$ cat config.mk
export PLATFORM = sky130hd
export DESIGN_NAME = seq_alu
export DESIGN_NICKNAME = d
export VERILOG_FILES = /design/src/rtl/seq_alu.sv
export SDC_FILE = /design/constraint.sdc
export NUM_CORES = 1
export LEC_CHECK = 0
export BUFFER_PORTS_ARGS = -buffer_cell sky130_fd_sc_hd__buf_2
export CAP_MARGIN = 0
export CELL_PAD_IN_SITES_DETAIL_PLACEMENT = 1
export CELL_PAD_IN_SITES_GLOBAL_PLACEMENT = 2
export CORE_MARGIN = 8
export CORE_UTILIZATION = 39
export DETAILED_ROUTE_END_ITERATION = 16
export PLACE_DENSITY = 0.86
export SETUP_SLACK_MARGIN = 0.5
export SYNTH_ARGS = -nofsm -noshare
export SYNTH_HDL_FRONTEND = slang
export SYNTH_SLANG_ARGS = --single-unit
$ cat constraint.sdc
create_clock -name clk -period 7.3 [get_ports clk]
set_clock_uncertainty 0.2 [all_clocks]
set_input_delay 0.73 -clock clk [delete_from_list [all_inputs] [get_ports clk]]
set_output_delay 0.73 -clock clk [all_outputs]
set_load 0.02 [all_outputs]
$ cat src/rtl/seq_alu.sv
// seq_alu: registered ALU with start/done handshake, multi-cycle shifts and shift-add multiply
module seq_alu #(
  parameter int DATA_WIDTH = 8,
  parameter int CNT_WIDTH  = $clog2(DATA_WIDTH) + 1
) (
  input  logic                  clk,
  input  logic                  reset,
  input  logic                  start,
  input  logic [3:0]            op,
  input  logic [DATA_WIDTH-1:0] in1,
  input  logic [DATA_WIDTH-1:0] in2,
  output logic [DATA_WIDTH-1:0] out,
  output logic                  carry,
  output logic                  overflow,
  output logic                  zero,
  output logic                  negative,
  output logic                  illegal,
  output logic                  busy,
  output logic                  done
);
  localparam logic [1:0] IDLE = 2'd0, EXEC = 2'd1, FIN = 2'd2;
  localparam logic [CNT_WIDTH-1:0] W_CNT = CNT_WIDTH'(DATA_WIDTH);
  localparam logic [DATA_WIDTH-1:0] W_VAL = DATA_WIDTH'(DATA_WIDTH);
  localparam int M = DATA_WIDTH - 1;

  logic [1:0]            state_q, state_d;
  logic [3:0]            op_q, op_d;
  logic [DATA_WIDTH-1:0] a_q, a_d, acc_q, acc_d, b_q, b_d, out_q, out_d;
  logic [CNT_WIDTH-1:0]  cnt_q, cnt_d;
  logic carry_q, carry_d, ovf_q, ovf_d, zero_q, zero_d, neg_q, neg_d, ill_q, ill_d, done_q, done_d;
  logic [DATA_WIDTH:0]   sum, diff, mul_sum;
  logic [DATA_WIDTH-1:0] one_res, step_acc, step_b, step_res, res;
  logic one_c, one_v, multi, step_c, step_v, wr, res_c, res_v, res_il;

  assign out      = out_q;
  assign carry    = carry_q;
  assign overflow = ovf_q;
  assign zero     = zero_q;
  assign negative = neg_q;
  assign illegal  = ill_q;
  assign busy     = state_q == EXEC;
  assign done     = done_q;

  // single-cycle result and flags taken straight from the input operands
  always_comb begin
    sum     = {1'b0, in1} + {1'b0, in2};
    diff    = {1'b0, in1} - {1'b0, in2};
    multi   = op == 4'd7 || op == 4'd8 || op == 4'd9;
    one_res = op == 4'd0 ? sum[M:0] :
              op == 4'd1 ? diff[M:0] :
              op == 4'd2 ? in1 & in2 :
              op == 4'd3 ? in1 | in2 :
              op == 4'd4 ? in1 ^ in2 :
              op == 4'd5 ? ~in1 : '0;
    one_c   = op == 4'd0 ? sum[DATA_WIDTH] : op == 4'd1 ? diff[DATA_WIDTH] : 1'b0;
    one_v   = op == 4'd0 ? (in1[M] == in2[M]) && (sum[M] != in1[M]) :
              op == 4'd1 ? (in1[M] != in2[M]) && (diff[M] != in1[M]) : 1'b0;
  end

  // one iteration of the active multi-cycle op; MUL keeps the product as {acc, b}
  always_comb begin
    mul_sum  = {1'b0, acc_q} + (b_q[0] ? {1'b0, a_q} : '0);
    step_acc = op_q == 4'd7 ? {acc_q[M-1:0], 1'b0} :
               op_q == 4'd8 ? {1'b0, acc_q[M:1]} : mul_sum[DATA_WIDTH:1];
    step_b   = op_q == 4'd9 ? {mul_sum[0], b_q[M:1]} : b_q;
    step_res = op_q == 4'd9 ? step_b : step_acc;
    step_c   = op_q == 4'd7 ? acc_q[M] : op_q == 4'd8 ? acc_q[0] : 1'b0;
    step_v   = op_q == 4'd9 && step_acc != '0;
  end

  // handshake sequencing, datapath advance and result capture
  always_comb begin
    state_d = state_q;
    op_d    = op_q;
    a_d     = a_q;
    acc_d   = acc_q;
    b_d     = b_q;
    cnt_d   = cnt_q;
    wr      = 1'b0;
    res     = '0;
    res_c   = 1'b0;
    res_v   = 1'b0;
    res_il  = 1'b0;
    if (start && state_q != EXEC) begin
      op_d  = op;
      a_d   = in1;
      b_d   = in2;
      acc_d = op == 4'd9 ? '0 : in1;
      cnt_d = op == 4'd9 ? W_CNT : in2 >= W_VAL ? W_CNT : in2[CNT_WIDTH-1:0];
      if (multi && cnt_d != '0) begin
        state_d = EXEC;
      end else begin
        state_d = IDLE;
        wr      = 1'b1;
        res     = multi ? in1 : one_res;
        res_c   = multi ? 1'b0 : one_c;
        res_v   = multi ? 1'b0 : one_v;
        res_il  = op >= 4'd10;
      end
    end else if (state_q == EXEC) begin
      acc_d = step_acc;
      b_d   = step_b;
      cnt_d = cnt_q - CNT_WIDTH'(1);
      if (cnt_q == CNT_WIDTH'(1)) begin
        state_d = FIN;
        wr      = 1'b1;
        res     = step_res;
        res_c   = step_c;
        res_v   = step_v;
      end
    end else if (state_q == FIN) begin
      state_d = IDLE;
    end
    out_d   = wr ? res : out_q;
    carry_d = wr ? res_c : carry_q;
    ovf_d   = wr ? res_v : ovf_q;
    zero_d  = wr ? res == '0 : zero_q;
    neg_d   = wr ? res[M] : neg_q;
    ill_d   = wr ? res_il : ill_q;
    done_d  = wr;
  end

  // state and result registers, cleared asynchronously by an active-low reset
  always_ff @(posedge clk or negedge reset) begin
    if (!reset) begin
      state_q <= IDLE;
      op_q    <= '0;
      a_q     <= '0;
      acc_q   <= '0;
      b_q     <= '0;
      cnt_q   <= '0;
      out_q   <= '0;
      carry_q <= 1'b0;
      ovf_q   <= 1'b0;
      zero_q  <= 1'b0;
      neg_q   <= 1'b0;
      ill_q   <= 1'b0;
      done_q  <= 1'b0;
    end else begin
      state_q <= state_d;
      op_q    <= op_d;
      a_q     <= a_d;
      acc_q   <= acc_d;
      b_q     <= b_d;
      cnt_q   <= cnt_d;
      out_q   <= out_d;
      carry_q <= carry_d;
      ovf_q   <= ovf_d;
      zero_q  <= zero_d;
      neg_q   <= neg_d;
      ill_q   <= ill_d;
      done_q  <= done_d;
    end
  end
endmodule

==> results of run 1 <==
kinds of logic after synthesis:
group                      after synthesis  synth area share, %
AOI/OAI and AO/OA                      177                 28.4
buffers and inverters                   61                 5.94
DFF                                     47                 28.4
adders and majority gates               37                 11.7
xor gates and xnor gates                 9                 1.90
muxes                                    6                 1.54
and+or+nand+nor                        178                 22.1
synthesized netlist by cell type, types with 5 or more instances:
cell      instances  share of area (%)
o21ai_0          37                4.5
clkbuf_1         14                1.3
nand2b_1          9                1.4
o21bai_1          5               0.91
nor2_1           42                3.8
inv_1            31                2.8
a311oi_1         11                2.3
a31oi_1           5               0.75
nand3_1          13                1.6
nor3_1            7               0.84
nor2b_1          12                1.8
a221oi_1          5                1.1
a21oi_1          42                5.1
buf_2            10                1.2
a21o_1            6                1.1
and2_1           11                1.7
and3_1            6               0.91
a211oi_1         11                2.0
nand2_1          52                4.7
nor4_1            5               0.75
o21a_1            5               0.91
o22ai_1          14                2.1
o211ai_1          5               0.91
xnor2_1           7                1.5
ha_1             34                 10
dfrtp_1          47                 28
cell type report:
class	count	area (sq um)
Multi-Input combinational cell	407	2730
Tap cell	136	170
Timing Repair Buffer	39	200
Clock inverter	2	60.1
Sequential cell	47	1180
Clock buffer	6	72.6
Inverter	34	129
Fill cell	1295	5790
power by group:
group / leakage, uW / internal, uW / switching, uW
combinational: 0.00140 / 172 / 282
clock: 0.0000654 / 137 / 101
sequential: 0.000570 / 311 / 56.7
total: 0.00203 / 620 / 440
worst register-to-register path: stages (launching register included):
cell and delay (ps):
dfrtp_1 480, and2_1 190, ha_1 230, fa_1 420, xor2_1 190, mux2_1 300, mux2i_1 330, a21oi_1 190
a211oi_1 280, nand4_1 170, o41ai_2 290
how the worst min path moves through the flow:
stage,to
2_1_floorplan,a_q[0]$_DFFE_PN0P_
3_3_place_gp,out[0]$_DFFE_PN0P_
3_5_place_dp,out[0]$_DFFE_PN0P_
4_1_cts,out[0]$_DFFE_PN0P_
5_1_grt,out[6]$_DFFE_PN0P_
6_report,out[0]$_DFFE_PN0P_
per-stage QoR:
step	hold slack [ps]	setup WS, ps	power, uW	cells	instance area [sq um]
2_1_floorplan	234	4360	667	515	4150
3_3_place_gp	259	3590	807	663	4400
3_5_place_dp	265	3540	818	663	4400
4_1_cts	290	3860	1060	671	4530
5_1_grt	311	3670	1120	671	4530
6_report	284	3870	1060	671	4530
layout by cell type (no fill, tap or decap), drive strengths merged, types with 4 or more instances in the layout:
master	n
a31oi	5
buf	39
o21ai	37
and2	11
xnor2	7
a311oi	11
ha	34
o22ai	14
nor3b	4
nand2b	9
nor3	7
a221oi	5
dfrtp	47
nand2	52
o21bai	5
clkbuf	6
o21a	5
nor2	42
a211oi	11
o211ai	5
nand3	13
a21o	6
inv	33
nor2b	12
a21oi	43
nor4	5
and3	6
state kept, by name, indices dropped and copies added, names as in the netlist:
signal    flops
state_q       2
op_q          4
zero          1
acc_q         8
carry         1
a_q           8
cnt_q         4
out           8
overflow      1
b_q           8
illegal       1
done          1
routing by layer:
| metal | part of all wire [%] | routed length (um) | up-vias | track usage [%] |
|---|---|---|---|---|
| met4 | 3.2 | 482 | 0 | 7.59 |
| met2 | 47 | 7190 | 124 | 35.9 |
| met1 | 45 | 6850 | 2073 | 28.6 |
| met5 | 0 | 0 | - | 0 |
| li1 | - | - | 1907 | - |
| met3 | 5.1 | 774 | 27 | 3.45 |
==> impl_metrics.json, run 1 <==
{
  "status": "finished clean",
  "die-area_sq_um": 14200,
  "maxSlewHeadroom_pct": 25.1,
  "num_antenna_cells": 0,
  "hp-start": "out[0]$_DFFE_PN0P_",
  "cts_inserted_buffers": 5,
  "syn_to_final_growth_pct": 9.29,
  "setup_viol": 0,
  "grt_pass1_wl_um": 24900,
  "overflow": 0,
  "peakVddDrop_mv": 0.146,
  "root_buffer": "clkbuf_8",
  "hp-class": "flop to flop",
  "fin_crit_sh_pct": 47.0,
  "whs_path_depth": 1,
  "path_clk_slew_ps": 110,
  "ys_warn_count": 0,
  "worstPathCellList": "buf_2, nand4bb_1, nor4b_4, or2b_2, a21oi_2, clkinv_2, o2111ai_2, o41ai_2",
  "fin_tns_setup_ps": 0,
  "utilization_pct": 43.9,
  "arrival_ps": 3440,
  "grt_max_degree": 48,
  "async_reset_ff_share_pct": 100,
  "end_kind": "flop",
  "power.leakage_uw": 0.00203,
  "grt_pass1_vias": 4335,
  "synth-seq-cells": 47,
  "critical_path.endpoint": "zero$_DFFE_PN0P_",
  "slew_violations": 0,
  "crit_start": "op[0]",
  "slowest_stage": "nand4bb_1",
  "synth-seq-area-share_pct": 28.4,
  "tightest_slew_ps": 1120,
  "crit_family": "simple AND/OR/NAND/NOR gates",
  "r2r_cells": 10,
  "rrSetupSlack_ps": 3970,
  "core-area_sq_um": 10300,
  "io_buffers": 37,
  "start_kind": "input port",
  "postRouteAntennaNets": 0,
  "netlist_instances": 515,
  "cts.htree.levels": 2,
  "finalCriticalPeriod_ps": 3430,
  "path_buf_inv": 2,
  "ys.flop_type": "dfrtp_1",
  "hpwl_um": 11800,
  "avgSynthCellArea_sq_um": 8.05,
  "r2r_end": "zero$_DFFE_PN0P_",
  "routed_via_density": 6.16,
  "num_vias": 4131,
  "drtPass1Iterations": 4,
  "grt_usage_pct": 21.9,
  "ctsResizeCount": 0,
  "dieWidth_um": 119,
  "routed_wl_um": 15300,
  "drive_above_1_share_pct": 11.2,
  "r2r-start": "b_q[0]$_DFFE_PN0N_",
  "path_max_fanout": 32,
  "path_class": "input port to flop",
  "antenna_found_initial": 0,
  "hold_viol_final": 0,
  "drc_errors": 0,
  "gp_congestion": 0.856,
  "rsz0062_at_grt": "false",
  "cts_setup_buffers": 0,
  "syn-cell-area_sq_um": 4150,
  "cts_tree": "done",
  "synth_nets": 575,
  "io_pins": 38,
  "wl_per_cell_um": 22.8,
  "row_count": 37,
  "fmax_mhz": 291,
  "cp_data_required_time_ps": 7310,
  "path_depth": 8,
  "power_density_nw_per_um2": 234,
  "clock-sinks": 47,
  "yosysUniqueCellTypes": 69,
  "final_nets": 594,
  "synth-edff-count": 0,
  "slowest_delay_ps": 570,
  "initial_core_util_pct": 40.2,
  "cts.path.max_buffers": 2,
  "insertion_delay_ps": 310,
  "cap_viol_max_count": 0,
  "drt_iter0_drc": 220,
  "ctsHoldBuffers": 0,
  "die_h_um": 119
}
(Power assumes the default switching activity.)
==> run 2, diff against run 1 <==
Settings changed: ABC_AREA set to 1, CORE_UTILIZATION 39 to 30, PLACE_DENSITY 0.86 to 0.77.
Clock period 7.3 ns to 2.8 ns, I/O delays scaled along.
==> impl_metrics.json, run 2 <==
{
  "status": "finished clean",
  "fmax_mhz": 409,
  "dieWidth_um": 138,
  "tightest_slew_ps": 702,
  "grt_use_met1_pct": 24.1,
  "syn_to_final_growth_pct": 19.8,
  "grt_pass1_vias": 5326,
  "grt_usage_pct": 18.8,
  "gp_congestion": 0.902,
  "cts.path.max_buffers": 2,
  "drc_errors": 0,
  "fin_tns_setup_ps": 0,
  "hold_viol_final": 0,
  "wl_per_cell_um": 19.0,
  "yosysUniqueCellTypes": 40,
  "drive_above_1_share_pct": 18.2,
  "placed_area_sq_um": 4920,
  "drt_iter0_drc": 259,
  "pre_cts_slack_ps": 207,
  "routed_via_density": 5.20,
  "synth_nets": 760,
  "top_usage_layer": "met2",
  "dp_cells": 918,
  "postRouteAntennaNets": 0,
  "hpwl_um": 14500,
  "drtPass1Iterations": 5,
  "grt_pass1_wl_um": 29300,
  "peakVddDrop_mv": 0.277,
  "clock-sinks": 47,
  "netlist_instances": 700,
  "core-area_sq_um": 14600,
  "cts_tree": "done",
  "initial_core_util_pct": 30.7,
  "die-area_sq_um": 19100,
  "start_kind": "flop",
  "fin_area_sq_um": 5370,
  "path_clk_slew_ps": 80,
  "synth_common_cells": "nand2_1, inv_1, nand3_1",
  "fin_crit_sh_pct": 87.3,
  "setup_viol": 0,
  "synth_most_common_cell": "nand2_1",
  "synth_top_area_cell": "dfrtp_1",
  "io_buffers": 37,
  "ys.flop_type": "dfrtp_1",
  "die_h_um": 138,
  "power_density_nw_per_um2": 624,
  "antenna_found_initial": 0,
  "row_count": 44,
  "cts.htree.levels": 2,
  "fin_hold_ws_ps": 110,
  "synth-seq-cells": 47,
  "num_antenna_cells": 0,
  "io_pins": 38,
  "netlist.area_leader.share_pct": 26.2,
  "fin_ws_ps": 354,
  "maxSlewHeadroom_pct": 53.2,
  "final_nets": 811,
  "cp_data_required_time_ps": 2850,
  "insertion_delay_ps": 310,
  "avgSynthCellArea_sq_um": 6.40,
  "met2_usage_pct": 31.1,
  "overflow": 0,
  "rsz0062_at_grt": "true",
  "synth-edff-count": 0,
  "root_buffer": "clkbuf_16",
  "grtUsageMet3_pct": 3.36,
  "cts_inserted_buffers": 5,
  "arrival_ps": 2490,
  "async_reset_ff_share_pct": 100,
  "num_vias": 4863,
  "slew_violations": 0,
  "path_class": "flop to flop",
  "cap_viol_max_count": 0,
  "synthTopCellsByArea": "dfrtp_1, nand2_1, inv_1, ha_1, nand3_1",
  "power.leakage_uw": 0.00288,
  "layout_commonest_cell": "nand2_1",
  "final_cell_mix": "nand2_1, inv_1, nand3_1, dfrtp_1, nor2_1",
  "hp-class": "input port to flop",
  "layout.cells.non_filler": 936,
  "synth-seq-area-share_pct": 26.2,
  "ys_warn_count": 0,
  "grt_max_degree": 29,
  "syn-cell-area_sq_um": 4480,
  "path_max_fanout": 8,
  "end_kind": "flop",
  "routed_wl_um": 17800,
  "finalCriticalPeriod_ps": 2450,
  "rrSetupSlack_ps": 350
}
-- run 2: cell count changes in the layout (fill, tap and decap cells not counted), sizes merged, moves of 13 or more --
cell	before	now
inv	33	121
nand3	13	57
a21oi	43	29
nand4	2	15
nand2	52	237
buf	39	61
-- run 2: logic make-up (layout without fill, tap and decap cells) --
| family | after synthesis | count (layout) | synth area share [%] |
|---|---|---|---|
| simple gates | 367 | 367 | 35.4 |
| buf+inv | 138 | 190 | 12.2 |
| compound gates | 107 | 107 | 14.5 |
| flops | 47 | 47 | 26.2 |
| fa+ha+maj | 37 | 37 | 10.8 |
| xor+xnor | 4 | 4 | 0.782 |
-- run 2: final cells by class --
class	instances	area (sq um)
multi-input combinational	515	2970
fill	1880	9220
sequential	47	1180
tap	184	230
clock buffer	5	125
inverter	120	450
timing repair buffer	62	387
clock inverter	3	27.5
-- run 2: timing repair --
action                     CTS  global route
hold buffers                 1             0
setup buffers                5             4
pin swaps                   20            15
hold endpoints to repair    26             0
setup endpoints to repair   10            16
resized for setup           35            20
-- run 2: worst paths after layout --
path | start | endpoint | depth (start not counted)
hold reg to reg | out[5]$_DFFE_PN0P_ | out[5]$_DFFE_PN0P_ | 2
setup / recovery | b_q[0]$_DFFE_PN0N_ | zero$_DFFE_PN0P_ | 16
hold / removal | op[3] | illegal$_DFFE_PN0P_ | 3
setup reg to reg | b_q[0]$_DFFE_PN0N_ | zero$_DFFE_PN0P_ | 16
min in group asynchronous | reset | cnt_q[0]$_DFFE_PN0N_ | 2
max in group asynchronous | reset | b_q[0]$_DFFE_PN0N_ | 3
-- run 2: metal layers --
| layer | wire, um | share of wire (%) |
|---|---|---|
| met1 | 8200 | 46 |
| met2 | 8410 | 47 |
| met3 | 705 | 4.0 |
| met4 | 442 | 2.5 |
| met5 | 0 | 0 |
-- run 2: metrics by stage --
| step | total power [uW] | util (%) |
|---|---|---|
| after floorplan | 1930 | - |
| after global placement | 2400 | 33.7 |
| after detailed placement | 2450 | 33.7 |
| after CTS | 3260 | 36.1 |
| after global routing | 3590 | 36.8 |
| final | 3350 | 36.8 |
-- run 2: worst max-delay path: stages (launching register included) --
cell and delay (ps):
dfrtp_2 480, nand2_2 80, inv_2 40, ha_4 150, fa_2 380, xor2_1 160, nand2_1 80, nand3_2 80
o21ai_4 90, nand2_1 80, nand2_2 90, nand2_1 80, nor2_1 90, nand2_1 60, nor2_1 120, nand2_1 70
nand2_1 60
-- run 2: power breakdown --
part	leakage (uW)	total (uW)	internal, uW	switching (uW)
logic	0.00223	1690	623	1060
registers	0.000578	996	837	160
clock network	0.0000723	667	342	324
total	0.00288	3350	1800	1550
==> run 3, diff against run 2 <==
Settings changed: CORE_ASPECT_RATIO set to 1.1.
==> impl_metrics.json, run 3 (synthesis results as in run 2) <==
{
  "critical_path.endpoint": "zero$_DFFE_PN0P_",
  "power.leakage_uw": 0.00291,
  "final_nets": 812,
  "layout.cells.non_filler": 948,
  "hold_viol_final": 0,
  "setup_viol": 0,
  "clock-sinks": 47,
  "r2r-start": "b_q[0]$_DFFE_PN0N_",
  "fin_crit_sh_pct": 86.2,
  "cts_tree": "done",
  "dieWidth_um": 133,
  "end_kind": "flop",
  "arrival_ps": 2450,
  "fill_cells": 1965,
  "grt_pass1_vias": 5098,
  "grt_max_degree": 31,
  "die_h_um": 144,
  "path_max_fanout": 5,
  "r2r_cells": 16,
  "grt_pass1_wl_um": 26800,
  "maxSlewHeadroom_pct": 58.4,
  "gp_congestion": 0.876,
  "row_count": 47,
  "slowest_stage": "dfrtp_2",
  "slowest_delay_ps": 440,
  "power_density_nw_per_um2": 629,
  "pre_cts_slack_ps": 131,
  "start_kind": "flop",
  "io_buffers": 37,
  "fin_ws_ps": 386,
  "wl_per_cell_um": 17.8,
  "worstPathCellList": "nand2_2, inv_2, ha_4, fa_2, xor2_1, nand2_1, nand3_2, o21ai_2, nand2_1, nand2_2, nand2_1, nor2_2, nand2_1, nor2_1, nand2_1, nand2_1",
  "cts.path.max_buffers": 2,
  "syn_to_final_growth_pct": 21.4,
  "dp_cells": 928,
  "path_class": "flop to flop",
  "slew_violations": 0,
  "tightest_slew_ps": 618,
  "drtPass1Iterations": 4,
  "cp_data_required_time_ps": 2830,
  "finalCriticalPeriod_ps": 2410,
  "rsz0062_at_grt": "true",
  "grt_usage_pct": 17.6,
  "drive_above_1_share_pct": 21.3,
  "cts_inserted_buffers": 5,
  "peakVddDrop_mv": 0.265,
  "die-area_sq_um": 19100,
  "io_pins": 38,
  "cpMostUsedCell": "nand2_1",
  "hp-class": "input port to flop",
  "antenna_found_initial": 0,
  "final_cell_mix": "nand2_1, inv_1, nand3_1, dfrtp_1, nor2_1",
  "root_buffer": "clkbuf_16",
  "num_vias": 4710,
  "status": "finished clean",
  "core-area_sq_um": 14800,
  "fmax_mhz": 414,
  "routed_via_density": 4.97,
  "fin_tns_setup_ps": 0,
  "crit_start": "b_q[0]$_DFFE_PN0N_",
  "overflow": 0,
  "num_antenna_cells": 0,
  "utilization_pct": 36.7,
  "insertion_delay_ps": 290,
  "layout_commonest_cell": "nand2_1",
  "path_clk_slew_ps": 70,
  "cap_viol_max_count": 0,
  "postRouteAntennaNets": 0,
  "drt_iter0_drc": 142,
  "cts.htree.levels": 2,
  "hpwl_um": 13700,
  "routed_wl_um": 16900,
  "initial_core_util_pct": 30.2,
  "r2r_end": "zero$_DFFE_PN0P_",
  "rrSetupSlack_ps": 390,
  "drc_errors": 0
}
-- run 3: per-stage QoR --
stage          total power [uW]  instance area [sq um]  hold slack, ps
2_1_floorplan              1930                   4490            -216
3_5_place_dp               2420                   4920            39.1
4_1_cts                    3250                   5250             113
6_report                   3420                   5440             119
5_1_grt                    3660                   5440             134
3_3_place_gp               2370                   4920            34.0
-- run 3: critical path, delay by kind of cell, from the launching register on --
kind | cells | cell delay, ps
fa+ha+maj | 2 | 540
simple gates | 11 | 880
xor+xnor | 1 | 170
flops | 1 | 440
compound gates | 1 | 80
buf+inv | 1 | 40
-- run 3: worst min path at each step --
| stage | from | end | slack (ps) | depth (start not counted) |
|---|---|---|---|---|
| after floorplan | reset | a_q[0]$_DFFE_PN0P_ | -220 | 0 |
| after global placement | reset | cnt_q[3]$_DFFE_PN0N_ | 30 | 1 |
| after detailed placement | reset | cnt_q[0]$_DFFE_PN0N_ | 40 | 1 |
| after CTS | op[3] | illegal$_DFFE_PN0P_ | 110 | 3 |
| after global routing | op[3] | illegal$_DFFE_PN0P_ | 130 | 3 |
| final | op[3] | illegal$_DFFE_PN0P_ | 120 | 3 |
-- run 3: power by group --
group	total (uW)	switching, uW	leakage (uW)	internal, uW
clock network	672	255	0.0000769	417
registers	978	139	0.000578	838
logic	1770	1110	0.00226	668
-- run 3: final cells by class --
cell class	count	area, sq um	share of cell area (%)
Clock buffer	6	129	2.37
Clock inverter	1	30.0	0.552
Inverter	120	454	8.35
Multi-Input combinational cell	515	3020	55.4
Sequential cell	47	1180	21.6
Tap cell	196	245	4.51
Timing Repair Buffer	63	390	7.17
-- run 3: repair_timing --
| item | CTS | global route |
|---|---|---|
| hold endpoints to repair | 17 | 0 |
| hold buffers | 1 | 0 |
| resized for setup | 28 | 48 |
| pin swaps | 11 | 27 |
| setup endpoints to repair | 12 | 12 |
| setup buffers | 5 | 7 |
-- run 3: routing by layer --
layer	wire, um	track usage (%)
met1	7120	19.4
met2	9260	35.2
met3	229	1.15
met4	273	5.14
met5	0	0
